`config.mk`:
```
export PLATFORM = sky130hd
export DESIGN_NAME = hangman_game_ctrl
export DESIGN_NICKNAME = d
export VERILOG_FILES = /design/src/rtl/hangman_pkg.sv /design/src/rtl/hangman_game_ctrl_match.sv /design/src/rtl/hangman_game_ctrl.sv
export SDC_FILE = /design/constraint.sdc
export NUM_CORES = 1
export LEC_CHECK = 0
export ABC_AREA = 1
export CAP_MARGIN = 15
export CORE_MARGIN = 4
export CORE_UTILIZATION = 54
export DETAILED_ROUTE_END_ITERATION = 10
export HOLD_SLACK_MARGIN = 0.06
export PLACE_DENSITY = 0.8
export SLEW_MARGIN = 20
export SYNTH_ARGS = -nofsm -noshare
export SYNTH_HDL_FRONTEND = slang
export SYNTH_SLANG_ARGS = --single-unit
```
`constraint.sdc`:
```
create_clock -name clk -period 3.73 [get_ports clk]
set_input_delay 0.9325 -clock clk [delete_from_list [all_inputs] [get_ports clk]]
set_output_delay 0.9325 -clock clk [all_outputs]
set_load 0.03 [all_outputs]
```
`src/rtl/hangman_pkg.sv`:
```
// Shared types and ASCII helpers for the hangman game controller.
package hangman_pkg;

  typedef enum logic [2:0] {
    SETUP = 3'd0,
    PLAY  = 3'd1,
    CHECK = 3'd2,
    WIN   = 3'd3,
    LOSE  = 3'd4
  } state_e;

  localparam logic [7:0]  ASCII_A = 8'h41;
  localparam logic [7:0]  ASCII_Z = 8'h5A;
  localparam int unsigned ALPHA_N = 26;

  function automatic logic is_alpha(input logic [7:0] c);
    return (c >= ASCII_A) && (c <= ASCII_Z);
  endfunction

  function automatic logic [4:0] letter_idx(input logic [7:0] c);
    logic [7:0] d;
    d = c - ASCII_A;
    return d[4:0];
  endfunction

endpackage

```
`src/rtl/hangman_game_ctrl_match.sv`:
```
// Combinational compare of one guessed letter against every letter of the word.
module hangman_match #(
  parameter int unsigned WORD_LEN = 5
) (
  input  logic [8*WORD_LEN-1:0] word,
  input  logic [7:0]            letter,
  output logic [WORD_LEN-1:0]   match
);

  always_comb begin
    match = '0;
    for (int unsigned i = 0; i < WORD_LEN; i++) begin
      match[i] = (word[8*i +: 8] == letter);
    end
  end

endmodule

```
`src/rtl/hangman_game_ctrl.sv`:
```
// Hangman game sequencer: captures the secret word, judges guesses, tracks reveal
// mask / mistakes / guessed letters and drives win/lose and the status LED.
module hangman_game_ctrl
  import hangman_pkg::*;
#(
  parameter int unsigned WORD_LEN     = 5,
  parameter int unsigned MAX_MISTAKES = 6,
  parameter int unsigned CW           = 3
) (
  input  logic                  clk,
  input  logic                  nRst,
  input  logic [7:0]            host_letter,
  input  logic                  host_letter_valid,
  input  logic                  host_word_submit,
  input  logic [7:0]            guess_letter,
  input  logic                  guess_valid,
  input  logic                  restart,
  output logic [8*WORD_LEN-1:0] word,
  output logic [2:0]            letter_cnt,
  output logic [WORD_LEN-1:0]   mask,
  output logic [CW-1:0]         mistakes,
  output logic [2:0]            phase,
  output logic                  busy,
  output logic                  win,
  output logic                  lose,
  output logic                  red,
  output logic                  green,
  output logic                  blue,
  output logic                  error,
  output logic                  dup
);

  localparam logic [2:0]    LEN_C = 3'(WORD_LEN);
  localparam logic [CW-1:0] MAX_C = CW'(MAX_MISTAKES);

  state_e                state_q, state_d;
  logic [8*WORD_LEN-1:0] word_q, word_d;
  logic [2:0]            cnt_q, cnt_d;
  logic [WORD_LEN-1:0]   mask_q, mask_d;
  logic [CW-1:0]         mistakes_q, mistakes_d;
  logic [ALPHA_N-1:0]    guessed_q, guessed_d;
  logic [7:0]            guess_q, guess_d;
  logic                  red_q, red_d, green_q, green_d;
  logic                  error_q, error_d, dup_q, dup_d;
  logic [WORD_LEN-1:0]   match;

  hangman_match #(.WORD_LEN(WORD_LEN)) u_match (
    .word   (word_q),
    .letter (guess_q),
    .match  (match)
  );

  always_ff @(posedge clk or negedge nRst) begin
    if (!nRst) state_q <= SETUP;
    else       state_q <= state_d;
  end

  always_ff @(posedge clk or negedge nRst) begin
    if (!nRst) begin
      word_q     <= '0;
      cnt_q      <= '0;
      mask_q     <= '0;
      mistakes_q <= '0;
      guessed_q  <= '0;
      guess_q    <= '0;
      red_q      <= 1'b0;
      green_q    <= 1'b0;
      error_q    <= 1'b0;
      dup_q      <= 1'b0;
    end else begin
      word_q     <= word_d;
      cnt_q      <= cnt_d;
      mask_q     <= mask_d;
      mistakes_q <= mistakes_d;
      guessed_q  <= guessed_d;
      guess_q    <= guess_d;
      red_q      <= red_d;
      green_q    <= green_d;
      error_q    <= error_d;
      dup_q      <= dup_d;
    end
  end

  // Datapath updates; the next-state logic reads the updated mask/mistakes.
  always_comb begin
    word_d     = word_q;
    cnt_d      = cnt_q;
    mask_d     = mask_q;
    mistakes_d = mistakes_q;
    guessed_d  = guessed_q;
    guess_d    = guess_q;
    red_d      = red_q;
    green_d    = green_q;
    error_d    = 1'b0;
    dup_d      = 1'b0;
    if (restart) begin
      word_d     = '0;
      cnt_d      = '0;
      mask_d     = '0;
      mistakes_d = '0;
      guessed_d  = '0;
      red_d      = 1'b0;
      green_d    = 1'b0;
    end else begin
      case (state_q)
        SETUP: begin
          if (host_letter_valid) begin
            if (!is_alpha(host_letter) || cnt_q == LEN_C) begin
              error_d = 1'b1;
            end else begin
              for (int unsigned i = 0; i < WORD_LEN; i++) begin
                if (3'(i) == cnt_q) word_d[8*i +: 8] = host_letter;
              end
              cnt_d = cnt_q + 3'd1;
            end
          end
          // Submit is judged on the count before any same-cycle capture.
          if (host_word_submit) begin
            if (cnt_q != LEN_C) begin
              error_d = 1'b1;
            end else begin
              mask_d     = '0;
              mistakes_d = '0;
              guessed_d  = '0;
              red_d      = 1'b0;
              green_d    = 1'b0;
            end
          end
        end
        PLAY: begin
          if (guess_valid) begin
            if (is_alpha(guess_letter)) guess_d = guess_letter;
            else                        error_d = 1'b1;
          end
        end
        CHECK: begin
          if (guessed_q[letter_idx(guess_q)]) begin
            dup_d = 1'b1;
          end else begin
            guessed_d[letter_idx(guess_q)] = 1'b1;
            mask_d = mask_q | match;
            if (|match) begin
              green_d = 1'b1;
              red_d   = 1'b0;
            end else begin
              if (mistakes_q != MAX_C) mistakes_d = mistakes_q + 1'b1;
              red_d   = 1'b1;
              green_d = 1'b0;
            end
          end
        end
        default: ;
      endcase
    end
  end

  always_comb begin
    state_d = state_q;
    if (restart) begin
      state_d = SETUP;
    end else begin
      case (state_q)
        SETUP:   if (host_word_submit && cnt_q == LEN_C) state_d = PLAY;
        PLAY:    if (guess_valid && is_alpha(guess_letter)) state_d = CHECK;
        CHECK: begin
          if (&mask_d)                  state_d = WIN;
          else if (mistakes_d == MAX_C) state_d = LOSE;
          else                          state_d = PLAY;
        end
        default: state_d = state_q;
      endcase
    end
  end

  always_comb begin
    word       = word_q;
    letter_cnt = cnt_q;
    mask       = mask_q;
    mistakes   = mistakes_q;
    phase      = state_q;
    busy       = (state_q == CHECK);
    win        = (state_q == WIN);
    lose       = (state_q == LOSE);
    blue       = (state_q == SETUP);
    red        = (state_q == LOSE) || ((state_q == PLAY || state_q == CHECK) && red_q);
    green      = (state_q == WIN)  || ((state_q == PLAY || state_q == CHECK) && green_q);
    error      = error_q;
    dup        = dup_q;
  end

endmodule

```
==> Word-level counts from Yosys, hierarchy flattened <==
Index checks and enable logic that the tools add are counted.
{ "op_classes": {"add_sub_neg": 3, "magnitude_cmp": 6, "n_eq_ne": 23, "mux": 61, "bitwise": 3, "n_reduce_logical": 34} }
{ "ops": {"columns": ["operator", "count"], "rows": [
  ["40-bit two-way mux", 4],
  ["26-bit two-way mux", 4],
  ["26-bit one-hot mux with 2 select lines", 1],
  ["3-bit two-way mux", 15],
  ["8-bit == test", 5],
  ["8-bit two-way mux", 5],
  ["4-bit AND reduction", 7],
  ["26-bit OR", 1],
  ["1-bit two-way mux", 20],
  ["5-bit two-way mux", 4],
  ["3-bit inequality test (second input constant)", 6],
  ["8-bit by 7-bit greater-or-equal comparator with 1-bit output (second input constant)", 2],
  ["8-bit by 7-bit less-or-equal comparator with 1-bit output (second input constant)", 2],
  ["2-bit nonzero test", 7],
  ["5-bit one-hot mux with 2 select lines", 1],
  ["3-bit == test (second input constant)", 3],
  ["3-bit one-hot mux with 3 select lines", 1],
  ["1-bit logical AND", 7],
  ["3-bit by 1-bit adder with 3-bit output (second input constant)", 2],
  ["2-bit by 3-bit == test with 1-bit output (first input constant)", 2],
  ["3-bit by 2-bit == test with 1-bit output (second input constant)", 2],
  ["3-bit logical NOT", 2],
  ["5-bit by 6-bit < comparator with 1-bit output (second input constant)", 1],
  ["1-bit one-hot mux with 2 select lines", 3],
  ["other kinds (19)", 23]
]} }
{ "word_totals": {"regBits": 92, "input_bits": 22, "out_inout_bits": 62, "wordCells": 145} }

==> Longest topological paths before layout <==
Gate-level depths: netlist of run 1.
{ "logic_depth": {"depth_word": 11, "depth_mapped": 23, "depth_no_buf": 20} }

==> Modules after synthesis <==
Synthesis of run 1 repeated with hierarchy kept, for this count alone.
{ "hier_totals": {"hier_cells": 789, "hier_area_um2": 5526.6} }
{ "modules_own_cells": {"columns": ["module", "instances", "cells_per_inst", "area_each_um2", "seq_area_each_um2"], "rows": [
  ["hangman_game_ctrl", 1, 586, 4764.6, 2302.2],
  ["hangman_match", 1, 203, 762.0, 0.0]
]} }

==> Worst setup path before layout of run 1 <==
Ideal clock, no wire load.
{ "synth_timing": {"path_kind": "flip-flop to output port", "start": "register state_q[2] (netlist: phase[2])", "end": "output port green", "t_arrival_ns": 1.849, "path_slack_ns": 0.949, "stages_incl_launch_ff": 8, "cell_sequence": "dfrtp_1 nor2_4 clkinv_1 nor2_2 inv_1 nand2_1 nand2_1 o21ai_0"} }
{ "synth_via": {"elab_chain_cells": 4} }
{ "synth_lines": {"columns": ["element", "line", "rtl"], "rows": [
  ["start: declaration", "hangman_game_ctrl.sv:36", "state_e state_q, state_d;"],
  ["start signal: assignment", "hangman_game_ctrl.sv:55", "else state_q <= state_d;"],
  ["3-bit by 2-bit == test with 1-bit output", null, null],
  ["named net busy", "hangman_game_ctrl.sv:23", "output logic busy,"],
  ["1-bit logical OR", "hangman_game_ctrl.sv:186", "green = (state_q == WIN) || ((state_q == PLAY || state_q == CHECK) && green_q);"],
  ["1-bit logical AND", "hangman_game_ctrl.sv:186", null],
  ["1-bit logical OR", "hangman_game_ctrl.sv:186", null],
  ["end: declaration", "hangman_game_ctrl.sv:27", "output logic green,"]
]} }
The timed path passes the listed nets, and every way through them passes these cells.

==> Final worst setup path of run 1 <==
{ "layout_timing": {"start": "register state_q[1] (netlist: phase[1])", "end": "output port green"} }
{ "layout_via": {"elab_chain_cells": 4} }
{ "layout_lines": {"columns": ["element", "line"], "rows": [
  ["3-bit by 1-bit == test with 1-bit output or 3-bit by 2-bit == test with 1-bit output (tied branches)", "hangman_game_ctrl.sv:186"],
  ["1-bit logical OR", "hangman_game_ctrl.sv:186"],
  ["1-bit logical AND", "hangman_game_ctrl.sv:186"],
  ["1-bit logical OR *", "hangman_game_ctrl.sv:186"]
]} }
Every way passes the cells marked *; elsewhere a longest branch is shown, timed or not.

==> out/metrics.cfg, run 1 <==
[clocking]
numCtsBuffers = 9
cts_resized = 0
cts.path.max_buffers = 2
cts_tree = done
cts_setup_buffers = 0
insertion_delay_ns = 0.37
cts.sinks = 92
cts_max_level = 3
holdBufCountCts = 0
clkTransAtPathRegs_ns = 0.09
clock-root-buffer = clkbuf_8

[yosys]
synth_area_per_cell_sq_um = 7.52
synth_edf_count = 0
synth-warning-count = 0
ys_seq_area_share_pct = 43.5
synth.ff_latch_count = 92
async_flop_share_pct = 100
syn_nets = 738
yosys.area.top_type = dfrtp_1
synth_cell_types = 41
ys.flop_type = dfrtp_1
synth_area_leaders = dfrtp_1 (43%), nand2_1 (16%), inv_1 (6.9%), o21ai_0 (4.3%), a21oi_1 (4.1%)
mappedNetlistArea_sq_um = 5300
synth_top_area_share_pct = 43.5
syn_inst = 704

[sta]
tightest_slew_ns = 1.02
rsz0062_at_grt = false
max_freq_mhz = 287
slew_violations = 0
timing.hold.ws_ns = 0.521
relSlewSlack_pct = 31.7
tns_ns = 0
timing.final.crit_share_pct = 93.6
fin_crit_ns = 3.49
fin_worst_skew_ns = 0.0181
setup_viol = 0
hold_viol = 0

[worst_setup_path]
slowest_stage = clkdlybuf4s50_1
reg2reg_from = guess_q[1]$_DFFE_PN0P_
crit_chain = inv_1 > nor2_2 > inv_1 > nand2_1 > nand2_1 > o21ai_0 > clkdlybuf4s50_1
crit_type = flip-flop to output port
reg2reg_depth = 16
critPathMaxStageDelay_ns = 0.70
cp-end-kind = output port
crit_path_start_kind = flip-flop
r2r_end = guessed_q[24]$_DFFE_PN0P_
cp_num_buf_inv = 3
required_ns = 2.80
arrival_ns = 2.56
crit_family = buffers and inverters
rrSetupSlack_ns = 0.43
cp_max_fo = 11

[pwr]
leakage_uw = 0.00297
p_sw_share_pct = 48.1
seqPwrFrac_pct = 33.7
power_switching_uw = 1960
combPwrFrac_pct = 50.1
internal_power_uw = 2120
vdd_drop_max_mv = 0.347
pwr-share-clk_pct = 16.1
power_density_nw_per_um2 = 638

[global_routing]
overflow = 0
grt_max_degree = 49
grt_pass1_vias = 4807
antenna_found_initial = 0
grt_use_total_pct = 26.1
grt_pass1_wl_um = 23800

[floorplanning]
initial_core_util_pct = 56.3
dieArea_sq_um = 11500
die_w_um = 107
die_h_um = 107
pin_count = 84
core_area_sq_um = 9420
num_rows = 35

[hold_path]
min_path_cells = 2
hold_path.class = flip-flop to flip-flop
whs_endpoint = guessed_q[19]$_DFFE_PN0P_
hold_path.startpoint = guessed_q[19]$_DFFE_PN0P_

[place]
io_buffers = 83
gp_congestion = 0.858
dp_hpwl_um = 10800

[finish]
layout.nets = 816
layout-drive-gt1-share_pct = 6.86
fin_util_pct = 67.8
syn2layout_area_growth_pct = 20.5
fillers = 807
diodes = 0

[drt]
drtPass1Iterations = 5
wl_um = 14300
via_per_inst = 5.30
via_count = 4852
drc = 0
post_drt_wl_per_cell_um = 15.6
drt-initial-drc-count = 282
final_antenna_net_count = 0

[status]
status = finished clean

[flow_run]
max_cap_viol_count = 0

## power groups by stage
stage / logic, uW / clock network, uW / registers [uW]
2_1_floorplan: 1410 / 0 / 1430
3_3_place_gp: 1990 / 0 / 1390
3_5_place_dp: 2030 / 0 / 1390
4_1_cts: 2040 / 669 / 1370
5_1_grt: 2260 / 705 / 1400
6_report: 2040 / 658 / 1380
## cells by family after synthesis
logic type | Yosys count | share of synthesized area [%]
compound gates | 111 | 11.8
simple gates | 335 | 27.3
flops | 92 | 43.5
xor+xnor | 24 | 4.11
buf+inv | 130 | 10.5
fa+ha+maj | 12 | 2.83
## flip-flops by register name, summed over array words and instances, names as in the netlist
name,count
error,1
guessed_q,26
mask,5
word,40
letter_cnt,3
mistakes,3
phase,3
guess_q,8
dup,1
green_q,1
red_q,1
## final cells by class
cell class                 instances  area [sq um]  area share, %
sequential                        92          2300           36.1
tap                              129           161           2.53
timing repair buffer              92           896           14.0
clock buffer                       9           124           1.94
multi-input combinational        482          2440           38.2
clock inverter                     7          62.6          0.980
inverter                         105           399           6.25
## worst max-delay path by stage
| stage | from | end | slack (ns) | depth (start not counted) |
|---|---|---|---|---|
| 6_report | phase[1]$_DFFE_PN0P_ | green | 0.24 | 7 |
| 5_1_grt | phase[1]$_DFFE_PN0P_ | green | 0.04 | 7 |
| 4_1_cts | phase[1]$_DFFE_PN0P_ | green | 0.26 | 7 |
| 3_5_place_dp | guess_q[1]$_DFFE_PN0P_ | guessed_q[13]$_DFFE_PN0P_ | 0.50 | 16 |
| 3_3_place_gp | guess_q[1]$_DFFE_PN0P_ | guessed_q[0]$_DFFE_PN0P_ | 0.58 | 16 |
| 2_1_floorplan | phase[2]$_DFFE_PN0P_ | green | 0.95 | 7 |
## metrics by stage
stage	total power, uW	cells	worst slack, ns	instance area (sq um)
after floorplan	2840	704	0.949	5300
after global placement	3380	900	0.584	6200
after detailed placement	3420	900	0.500	6200
after CTS	4080	916	0.258	6380
after global routing	4370	916	0.0427	6380
final	4080	916	0.240	6380
## cell usage in the layout, fill, tap and decap left out, types with 9 or more instances in the layout
cell / instances
dfrtp_1: 92
inv_1: 98
clkbuf_8: 9
nand3_1: 42
a31oi_1: 12
nor2_1: 33
a21oi_1: 43
buf_4: 10
ha_1: 12
nand2_1: 224
o21ai_0: 45
clkdlybuf4s50_1: 82
xnor2_1: 22
## tightest hold or removal path, cell delays in order, from the launching register on
cell,delay (ns)
dfrtp_1,0.39
inv_1,0.05
a21oi_1,0.05
## synthesized netlist by cell type, types with 7 or more instances
cell,instances
a21oi_1,43
a31oi_1,12
clkbuf_1,10
dfrtp_1,92
ha_1,12
inv_1,98
nand2_1,224
nand3_1,42
nand4_1,7
nor2_1,33
nor3_1,8
o21ai_0,45
xnor2_1,22
## layer usage
metal | part of all wire (%) | global-route usage [%] | up-vias | wire length [um]
li1 | - | - | 2370 | -
met1 | 44 | 34.1 | 2293 | 6250
met2 | 48 | 43.7 | 160 | 6910
met3 | 5.5 | 4.88 | 29 | 785
met4 | 2.5 | 8.49 | 0 | 354
met5 | 0 | 0 | - | 0
Power figures use the tool's default switching activity.
==> run 2: changes to the inputs <==
Settings changed: CORE_UTILIZATION 54 to 50, PLACE_DENSITY 0.8 to 0.75.
==> run 2 against run 1 <==
- global-route usage is 1.7 points lower
- cell count grew 1.1%
- via count down 0.12%
- routed wire length increased by 1.3%
- register-to-register slack worse by 0.05 ns
==> out/metrics.cfg, run 2 (synthesized netlist as in run 1, its figures left out) <==
[global_routing]
grt_max_degree = 46
grt_use_total_pct = 24.4
grt_pass1_wl_um = 24300
overflow = 0
grt_pass1_vias = 4785
antenna_found_initial = 0

[worst_setup_path]
cp-end-kind = output port
crit_path_start_kind = flip-flop
cp_max_fo = 11
required_ns = 2.80
crit_type = flip-flop to output port
arrival_ns = 2.55

[pwr]
vdd_drop_max_mv = 0.312
internal_power_uw = 2140
seqPwrFrac_pct = 33.6
power_density_nw_per_um2 = 637
power_switching_uw = 1950
p_sw_share_pct = 47.8
leakage_uw = 0.00298
pwr-share-clk_pct = 16.2
combPwrFrac_pct = 50.2

[finish]
syn2layout_area_growth_pct = 21.2
diodes = 0
final_cell_mix = nand2_1 (224), inv_1 (98), dfrtp_1 (92), clkdlybuf4s50_1 (82), o21ai_0 (45)
layout-drive-gt1-share_pct = 7.22
largest_reg_flops = 40
layout.nets = 819
fin_util_pct = 62.2
layout_commonest_cell = nand2_1

[sta]
setup_viol = 0
rsz0062_at_grt = false
hold_viol = 0
fin_worst_skew_ns = 0.0164
tns_ns = 0
slew_violations = 0
tightest_slew_ns = 0.885
max_freq_mhz = 287
timing.final.crit_share_pct = 93.3
relSlewSlack_pct = 40.7
fin_crit_ns = 3.48

[floorplanning]
initial_core_util_pct = 51.3
dieArea_sq_um = 12300
pin_count = 84
die_h_um = 111
die_w_um = 111
num_rows = 37
core_area_sq_um = 10300

[drt]
drc = 0
post_drt_wl_per_cell_um = 15.7
wl_um = 14500
drt-initial-drc-count = 506
via_per_inst = 5.23
drtPass1Iterations = 5
final_antenna_net_count = 0
via_count = 4846

[hold_path]
hold_path.class = flip-flop to flip-flop

[clocking]
numCtsBuffers = 9
cts.path.max_buffers = 2
cts_resized = 0
cts.sinks = 92
insertion_delay_ns = 0.38
cts_max_level = 3
clkTransAtPathRegs_ns = 0.10
cts_tree = done
cts_setup_buffers = 0
clock-root-buffer = clkbuf_8
holdBufCountCts = 0

[place]
io_buffers = 83
dp_hpwl_um = 10900
gp_congestion = 0.850

[status]
status = finished clean

[flow_run]
max_cap_viol_count = 0

[run 2: changes by cell type in the layout (fill, tap and decap cells not counted)]
cell        before  now
buf_4           10   13
clkinv_4         0    2
inv_6            4    2
clkbuf_8         9   10
clkinv_2         1    0
clkinvlp_4       0    1
inv_8            2    1
[run 2: layout make-up]
| class | count | area, sq um |
|---|---|---|
| inverter | 105 | 399 |
| clock buffer | 10 | 138 |
| multi-input combinational | 482 | 2440 |
| tap | 136 | 170 |
| fill | 925 | 3900 |
| sequential | 92 | 2300 |
| clock inverter | 6 | 53.8 |
| timing repair buffer | 95 | 918 |
[run 2: per-layer routing]
| metal | share of wire [%] | global-route usage [%] | routed length, um |
|---|---|---|---|
| met1 | 42 | 31.5 | 6100 |
| met2 | 50 | 41.4 | 7180 |
| met3 | 6.4 | 5.35 | 925 |
| met4 | 2.0 | 6.57 | 297 |
| met5 | 0 | 0 | 0 |
[run 2: critical path, cell delays in order (launching register included)]
cell	delay, ns
dfrtp_1	0.59
inv_1	0.30
nor2_2	0.31
inv_1	0.09
nand2_1	0.08
nand2_1	0.04
o21ai_0	0.07
clkdlybuf4s50_1	0.70
[run 2: path summary, 6_finish.rpt]
check	cells after the start	end	slack [ns]	from
worst min register to register	2	guessed_q[19]$_DFFE_PN0P_	0.52	guessed_q[19]$_DFFE_PN0P_
worst max register to register	16	guessed_q[12]$_DFFE_PN0P_	0.38	guess_q[1]$_DFFE_PN0P_
min in group asynchronous	1	guessed_q[4]$_DFFE_PN0P_	0.55	nRst
worst max-delay path	7	green	0.25	phase[1]$_DFFE_PN0P_
worst min-delay path	2	guessed_q[19]$_DFFE_PN0P_	0.52	guessed_q[19]$_DFFE_PN0P_
max in group asynchronous	2	word[5]$_DFFE_PN0P_	2.41	nRst
[run 2: through the flow]
stage	worst slack [ns]	total power (uW)	cells	instance area, sq um	hold slack [ns]
6_report	0.249	4090	926	6420	0.522
5_1_grt	0.0867	4390	926	6420	0.547
4_1_cts	0.277	4090	926	6420	0.521
3_5_place_dp	0.426	3420	910	6230	0.488
3_3_place_gp	0.515	3390	910	6230	0.491
2_1_floorplan	0.949	2840	704	5300	0.452
[run 2: power by group through the flow]
stage / registers, uW / logic (uW) / clock network [uW]
after detailed placement: 1390 / 2030 / 0
after CTS: 1370 / 2040 / 673
after global routing: 1400 / 2270 / 721
final: 1370 / 2050 / 663
after floorplan: 1430 / 1410 / 0
after global placement: 1380 / 2000 / 0
